File: config.mk
export PLATFORM = sky130hd
export DESIGN_NAME = rv32c_fetch_aligner
export DESIGN_NICKNAME = d
export VERILOG_FILES = /design/src/rtl/rv32c_pkg.sv /design/src/rtl/rv32c_fetch_aligner.sv
export SDC_FILE = /design/constraint.sdc
export NUM_CORES = 1
export LEC_CHECK = 0
export BUFFER_PORTS_ARGS = -buffer_cell sky130_fd_sc_hd__buf_2
export CELL_PAD_IN_SITES_DETAIL_PLACEMENT = 2
export CELL_PAD_IN_SITES_GLOBAL_PLACEMENT = 2
export CORE_ASPECT_RATIO = 2
export CORE_MARGIN = 3
export CORE_UTILIZATION = 31
export DETAILED_ROUTE_END_ITERATION = 8
export HOLD_SLACK_MARGIN = 0.1
export PLACE_DENSITY_LB_ADDON = 0.1
export SYNTH_ARGS = -nofsm -noshare
export SYNTH_HDL_FRONTEND = slang
export SYNTH_SLANG_ARGS = --single-unit
File: constraint.sdc
create_clock -name iCLK -period 2.4 [get_ports iCLK]
set_input_delay 0.24 -clock iCLK [delete_from_list [all_inputs] [get_ports iCLK]]
set_output_delay 0.24 -clock iCLK [all_outputs]
set_load 0.005 [all_outputs]
File: src/rtl/rv32c_pkg.sv
// Shared definitions for the RV32C fetch aligner.
// Holds the aligner FSM states, the quadrant that marks a 32-bit opcode,
// the PC step sizes and the compressed-halfword test.
package rv32c_pkg;

  typedef enum logic {
    S_RUN,
    S_ALIGN
  } alignState_t;

  localparam logic [1:0]  QUADRANT_32 = 2'b11;
  localparam logic [31:0] HALF_STEP   = 32'd2;
  localparam logic [31:0] WORD_STEP   = 32'd4;

  // A halfword starts a compressed instruction unless its low two bits are 11.
  function automatic logic is_compressed(input logic [15:0] half);
    return half[1:0] != QUADRANT_32;
  endfunction

endpackage

File: src/rtl/rv32c_fetch_aligner.sv
// Instruction fetch aligner for the RV32IC core.
// Pulls aligned 32-bit words from instruction memory and splits them into a
// stream of 16-bit and 32-bit instructions, including 32-bit instructions
// that straddle a word boundary. The spare upper halfword of a fetched word
// is kept in hbuf until it is either issued on its own or joined with the
// low half of the next word. Redirects flush everything and restart at the
// new PC; a redirect into the upper half of a word goes through S_ALIGN,
// which fetches that word only to capture its upper halfword.
module rv32c_fetch_aligner
  import rv32c_pkg::*;
#(
  parameter logic [31:0] RESET_PC = 32'h0000_0000
) (
  input  logic        iCLK,
  input  logic        iRST,
  input  logic        iREDIRECT,
  input  logic [31:0] iREDIRECT_PC,
  output logic        oFETCH_REQ,
  output logic [31:0] oFETCH_ADDR,
  input  logic        iFETCH_VALID,
  input  logic [31:0] iFETCH_DATA,
  output logic        oINSTR_VALID,
  input  logic        iINSTR_READY,
  output logic [31:0] oINSTR,
  output logic [31:0] oINSTR_PC,
  output logic        oINSTR_IS_C
);

  alignState_t state, stateNext;

  logic [31:0] pc, pcNext;
  logic [31:0] fpc, fpcNext;
  logic [15:0] hbuf, hbufNext;
  logic        hbufValid, hbufValidNext;

  logic        instrValidNext;
  logic [31:0] instrNext;
  logic [31:0] instrPcNext;
  logic        instrIsCNext;

  logic        slotFree;
  logic        fetchReq;
  logic        fetchAccept;
  logic        bufIsC;
  logic        lowIsC;
  logic [31:0] redirectPc;
  logic [31:0] redirectFpc;

  assign slotFree    = !oINSTR_VALID || iINSTR_READY;
  assign bufIsC      = is_compressed(hbuf);
  assign lowIsC      = is_compressed(iFETCH_DATA[15:0]);
  assign redirectPc  = iREDIRECT_PC & 32'hFFFF_FFFE;
  assign redirectFpc = iREDIRECT_PC & 32'hFFFF_FFFC;
  assign fetchAccept = fetchReq && iFETCH_VALID;

  assign oFETCH_REQ  = fetchReq;
  assign oFETCH_ADDR = fpc;

  // Fetch request: S_ALIGN always fetches; S_RUN fetches only when the output
  // slot can take a new instruction and hbuf does not already hold one.
  always_comb begin
    fetchReq = 1'b0;
    if (!iRST) begin
      case (state)
        S_ALIGN: fetchReq = 1'b1;
        S_RUN:   fetchReq = slotFree && !(hbufValid && bufIsC);
        default: fetchReq = 1'b0;
      endcase
    end
  end

  // Next-state and next-output logic; a redirect overrides every other action.
  always_comb begin
    stateNext      = state;
    pcNext         = pc;
    fpcNext        = fpc;
    hbufNext       = hbuf;
    hbufValidNext  = hbufValid;
    instrValidNext = oINSTR_VALID;
    instrNext      = oINSTR;
    instrPcNext    = oINSTR_PC;
    instrIsCNext   = oINSTR_IS_C;

    if (iREDIRECT) begin
      pcNext         = redirectPc;
      fpcNext        = redirectFpc;
      hbufValidNext  = 1'b0;
      instrValidNext = 1'b0;
      stateNext      = iREDIRECT_PC[1] ? S_ALIGN : S_RUN;
    end else begin
      case (state)
        S_ALIGN: begin
          if (slotFree) begin
            instrValidNext = 1'b0;
          end
          if (fetchAccept) begin
            hbufNext      = iFETCH_DATA[31:16];
            hbufValidNext = 1'b1;
            fpcNext       = fpc + WORD_STEP;
            stateNext     = S_RUN;
          end
        end

        S_RUN: begin
          if (slotFree) begin
            instrValidNext = 1'b0;
            if (hbufValid && bufIsC) begin
              instrValidNext = 1'b1;
              instrNext      = {16'h0000, hbuf};
              instrPcNext    = pc;
              instrIsCNext   = 1'b1;
              pcNext         = pc + HALF_STEP;
              hbufValidNext  = 1'b0;
            end else if (fetchAccept) begin
              instrValidNext = 1'b1;
              instrPcNext    = pc;
              fpcNext        = fpc + WORD_STEP;
              if (hbufValid) begin
                instrNext    = {iFETCH_DATA[15:0], hbuf};
                instrIsCNext = 1'b0;
                pcNext       = pc + WORD_STEP;
                hbufNext     = iFETCH_DATA[31:16];
              end else if (lowIsC) begin
                instrNext     = {16'h0000, iFETCH_DATA[15:0]};
                instrIsCNext  = 1'b1;
                pcNext        = pc + HALF_STEP;
                hbufNext      = iFETCH_DATA[31:16];
                hbufValidNext = 1'b1;
              end else begin
                instrNext    = iFETCH_DATA;
                instrIsCNext = 1'b0;
                pcNext       = pc + WORD_STEP;
              end
            end
          end
        end

        default: begin
          stateNext = S_RUN;
        end
      endcase
    end
  end

  // Aligner state registers: FSM, instruction PC, fetch PC and halfword buffer.
  always_ff @(posedge iCLK) begin
    if (iRST) begin
      state     <= RESET_PC[1] ? S_ALIGN : S_RUN;
      pc        <= RESET_PC;
      fpc       <= {RESET_PC[31:2], 2'b00};
      hbuf      <= 16'h0000;
      hbufValid <= 1'b0;
    end else begin
      state     <= stateNext;
      pc        <= pcNext;
      fpc       <= fpcNext;
      hbuf      <= hbufNext;
      hbufValid <= hbufValidNext;
    end
  end

  // Registered instruction slot presented to decode.
  always_ff @(posedge iCLK) begin
    if (iRST) begin
      oINSTR_VALID <= 1'b0;
      oINSTR       <= 32'h0000_0000;
      oINSTR_PC    <= 32'h0000_0000;
      oINSTR_IS_C  <= 1'b0;
    end else begin
      oINSTR_VALID <= instrValidNext;
      oINSTR       <= instrNext;
      oINSTR_PC    <= instrPcNext;
      oINSTR_IS_C  <= instrIsCNext;
    end
  end

endmodule

==> flow_metrics.env <==
export IMPL_ctsLongestPathBuffers=2
export IMPL_diodes=0
export IMPL_nets=1093
export IMPL_die_x_um=112
export IMPL_ios=168
export IMPL_cts_max_level=4
export IMPL_wl_met3_mm=1.02
export IMPL_r2r_setup_slack_ns=0.17
export IMPL_drv_slew=0
export IMPL_max_slew_worst_pin_slew_ns=1.01
export IMPL_wl_per_cell_um=22.1
export IMPL_synth_cells=826
export IMPL_drc=0
export IMPL_ir_drop_mv=0.480
export IMPL_viasPerCell=5.50
export IMPL_numClockSinks=144
export IMPL_dp_hpwl_mm=21.6
export IMPL_final_fill_count=2513
export IMPL_arrival_ns=2.59
export IMPL_m1WireLength_mm=10.6
export IMPL_synth_edff_count=0
export IMPL_relSlewSlack_pct=32.3
export IMPL_row_count=77
export IMPL_finalCritPeriodShare_pct=95.8
export IMPL_vias=7205
export IMPL_status="completed"
export IMPL_hold_class="in -> reg"
export IMPL_finalSetupViolations=0
export IMPL_antenna_found_initial=0
export IMPL_synth_ff_type="dfxtp_1"
export IMPL_cts_setup_buffers=0
export IMPL_ys_ff_latch=144
export IMPL_total_power_w=0.00614
export IMPL_cts_buffers_inserted=17
export IMPL_firstDrtPassIters=4
export IMPL_cts_clk_slew_worst_paths_ns=0.06
export IMPL_yosysWarningCount=0
export IMPL_setup_tns_ns=0
export IMPL_hold_viol=0
export IMPL_fin_cells=1310
export IMPL_fmax_ghz=0.435
export IMPL_dieArea_sq_um=24500
export IMPL_ant_nets=0
export IMPL_totalWireLength_mm=28.9
export IMPL_grt_pass1_vias=7978
export IMPL_syn_area_per_cell_sq_um=8.48
export IMPL_async_flop_share_pct=0
export IMPL_leakage_nw=3.68
export IMPL_drt_initial_drc_count=343
export IMPL_worst_slack_ns=0.0999
export IMPL_crit_path_max_incr_delay_ns=0.53
export IMPL_highest_layer="met4"
export IMPL_insertion_delay_ns=0.44
export IMPL_crit_path_top_delay_cell="dlygate4sd3_1"
export IMPL_gp_congestion=0.899
export IMPL_numPortBuffers=163
export IMPL_power_density_nw_per_um2=673
export IMPL_core_area_sq_um=22200
export IMPL_dp_cells=1250
export IMPL_drive_gt1_share_pct=24.8
export IMPL_end_kind="flop"
export IMPL_critical_path_required_ns=2.69
export IMPL_rsz0062_at_grt="no"
export IMPL_ys_seq_area_share_pct=41.2
export IMPL_area_delta_synth_final_pct=30.3
export IMPL_route_met2_wl_mm=16.0
export IMPL_path_cells="dlygate4sd3_1 > buf_4 > or2_2 > a2111oi_2 > o21ai_2 > buf_4 > mux2i_1 > nor2_1"
export IMPL_synth_cell_types=68
export IMPL_critical_path_most_common_cell="buf_4"
export IMPL_root_buffer="clkbuf_16"
export IMPL_die_height_um=219
export IMPL_period_minus_slack_ns=2.30
export IMPL_grt_usage_pct=23.9
export IMPL_critPathKind="in -> reg"
export IMPL_start_util_pct=31.6
export IMPL_critPathLaunchType="input pin"
export IMPL_grt_start_max_net_pins=67
export IMPL_grt_ovfl_total=0
export IMPL_grt_pass1_wl_mm=45.4
export IMPL_syn_area_sq_um=7000
export IMPL_crit_fanout=16
export IMPL_cts_tree="built"
export IMPL_skew_ns=0.00785
export IMPL_pre_cts_ws_ns=0.173
export IMPL_maxCapViolCount=0
==> per-layer routing <==
metal / global-route usage [%] / vias up
met4: 12.4 / 0
met3: 4.18 / 65
li1: - / 3371
met2: 45.8 / 202
met1: 24.1 / 3567
met5: 0 / -
==> worst paths after layout <==
| check | depth (start not counted) | startpoint | to |
|---|---|---|---|
| setup / recovery | 8 | iRST | hbuf[7] |
| hold / removal | 3 | iFETCH_DATA[27] | hbuf[11] |
| setup reg to reg | 5 | pc[9] | pc[26] |
| hold reg to reg | 2 | oINSTR_IS_C | oINSTR_IS_C |
==> synthesized netlist by cell type, types with 4 or more instances <==
cell / number / area [sq um]
a2111oi_0: 5 / 43.8
a2111oi_2: 5 / 75.1
a211oi_1: 30 / 225
a21boi_0: 17 / 128
a21boi_1: 4 / 30.0
a21oi_1: 69 / 345
a22o_1: 10 / 87.6
a22oi_1: 7 / 52.6
a311oi_1: 4 / 35.0
a31oi_1: 6 / 37.5
and2_1: 7 / 43.8
and3_1: 13 / 81.3
and4_1: 10 / 87.6
buf_2: 15 / 75.1
clkbuf_1: 37 / 139
dfxtp_1: 144 / 2880
inv_1: 22 / 82.6
mux2i_1: 34 / 340
nand2_1: 105 / 394
nand2b_1: 4 / 25.0
nand3_1: 28 / 140
nand4_1: 23 / 144
nor2_1: 66 / 248
nor3_1: 18 / 90.1
nor4_1: 7 / 43.8
o21ai_0: 12 / 60.1
o22ai_1: 8 / 50.1
o2bb2ai_1: 8 / 70.1
o31a_1: 5 / 43.8
xnor2_1: 34 / 298
xor2_1: 9 / 78.8
==> flip-flops by register name, indices dropped and copies added (netlist names) <==
signal	count
pc	31
oINSTR_VALID	1
state	1
hbuf	16
oFETCH_ADDR	30
oINSTR_PC	31
oINSTR_IS_C	1
hbufValid	1
oINSTR	32
==> final cells by class <==
cell class,count,area (sq um),share of cell area (%)
Inverter,22,82.6,0.906
Tap cell,276,345,3.79
Clock inverter,14,166,1.82
Clock buffer,18,429,4.71
Timing Repair Buffer,232,1410,15.4
Multi-Input combinational cell,604,3800,41.7
Sequential cell,144,2880,31.6
==> report_power, final <==
group / internal (W) / switching [W]
logic: 0.000321 / 0.000430
registers: 0.00251 / 0.000131
clock network: 0.00163 / 0.00112
total: 0.00446 / 0.00168
==> worst max-delay path: cells and delay by family <==
family	cells	cell delay (ns)
buf+inv	3	0.98
compound gates	2	0.65
mux	1	0.22
simple gates	2	0.49
==> through the flow <==
stage | instance area (sq um) | hold WS (ns) | util (%)
floorplan | 7010 | 0.349 | -
global placement | 8220 | 0.444 | 37.1
detailed placement | 8220 | 0.453 | 37.1
CTS | 9100 | 0.100 | 41.1
global route | 9120 | 0.114 | 41.2
finish | 9120 | 0.110 | 41.2
==> what timing repair did <==
item,4_1_cts,5_1_grt
setup endpoints to repair,0,12
hold buffers,28,0
gates resized for setup,0,5
hold endpoints to repair,36,0
==> cell usage in the layout, fill, tap and decap left out, types with 18 or more instances in the layout <==
cell / count
nand2_1: 105
nand4_1: 23
xnor2_1: 34
buf_4: 42
dfxtp_1: 143
a211oi_1: 30
nor3_1: 18
buf_2: 162
mux2i_1: 34
a21oi_1: 69
inv_1: 22
nand3_1: 28
dlygate4sd3_1: 28
nor2_1: 66
==> logic make-up (layout without fill, tap and decap cells) <==
family,Yosys count,count (layout),share of synthesized area [%]
buf+inv,80,286,4.93
mux,34,34,4.86
simple gates,305,305,21.5
fa+ha+maj,3,3,0.536
xor+xnor,43,43,5.38
other cells,1,3,0.0536
compound gates,216,216,21.6
flops,144,144,41.2
Power figures use the tool's default switching activity.
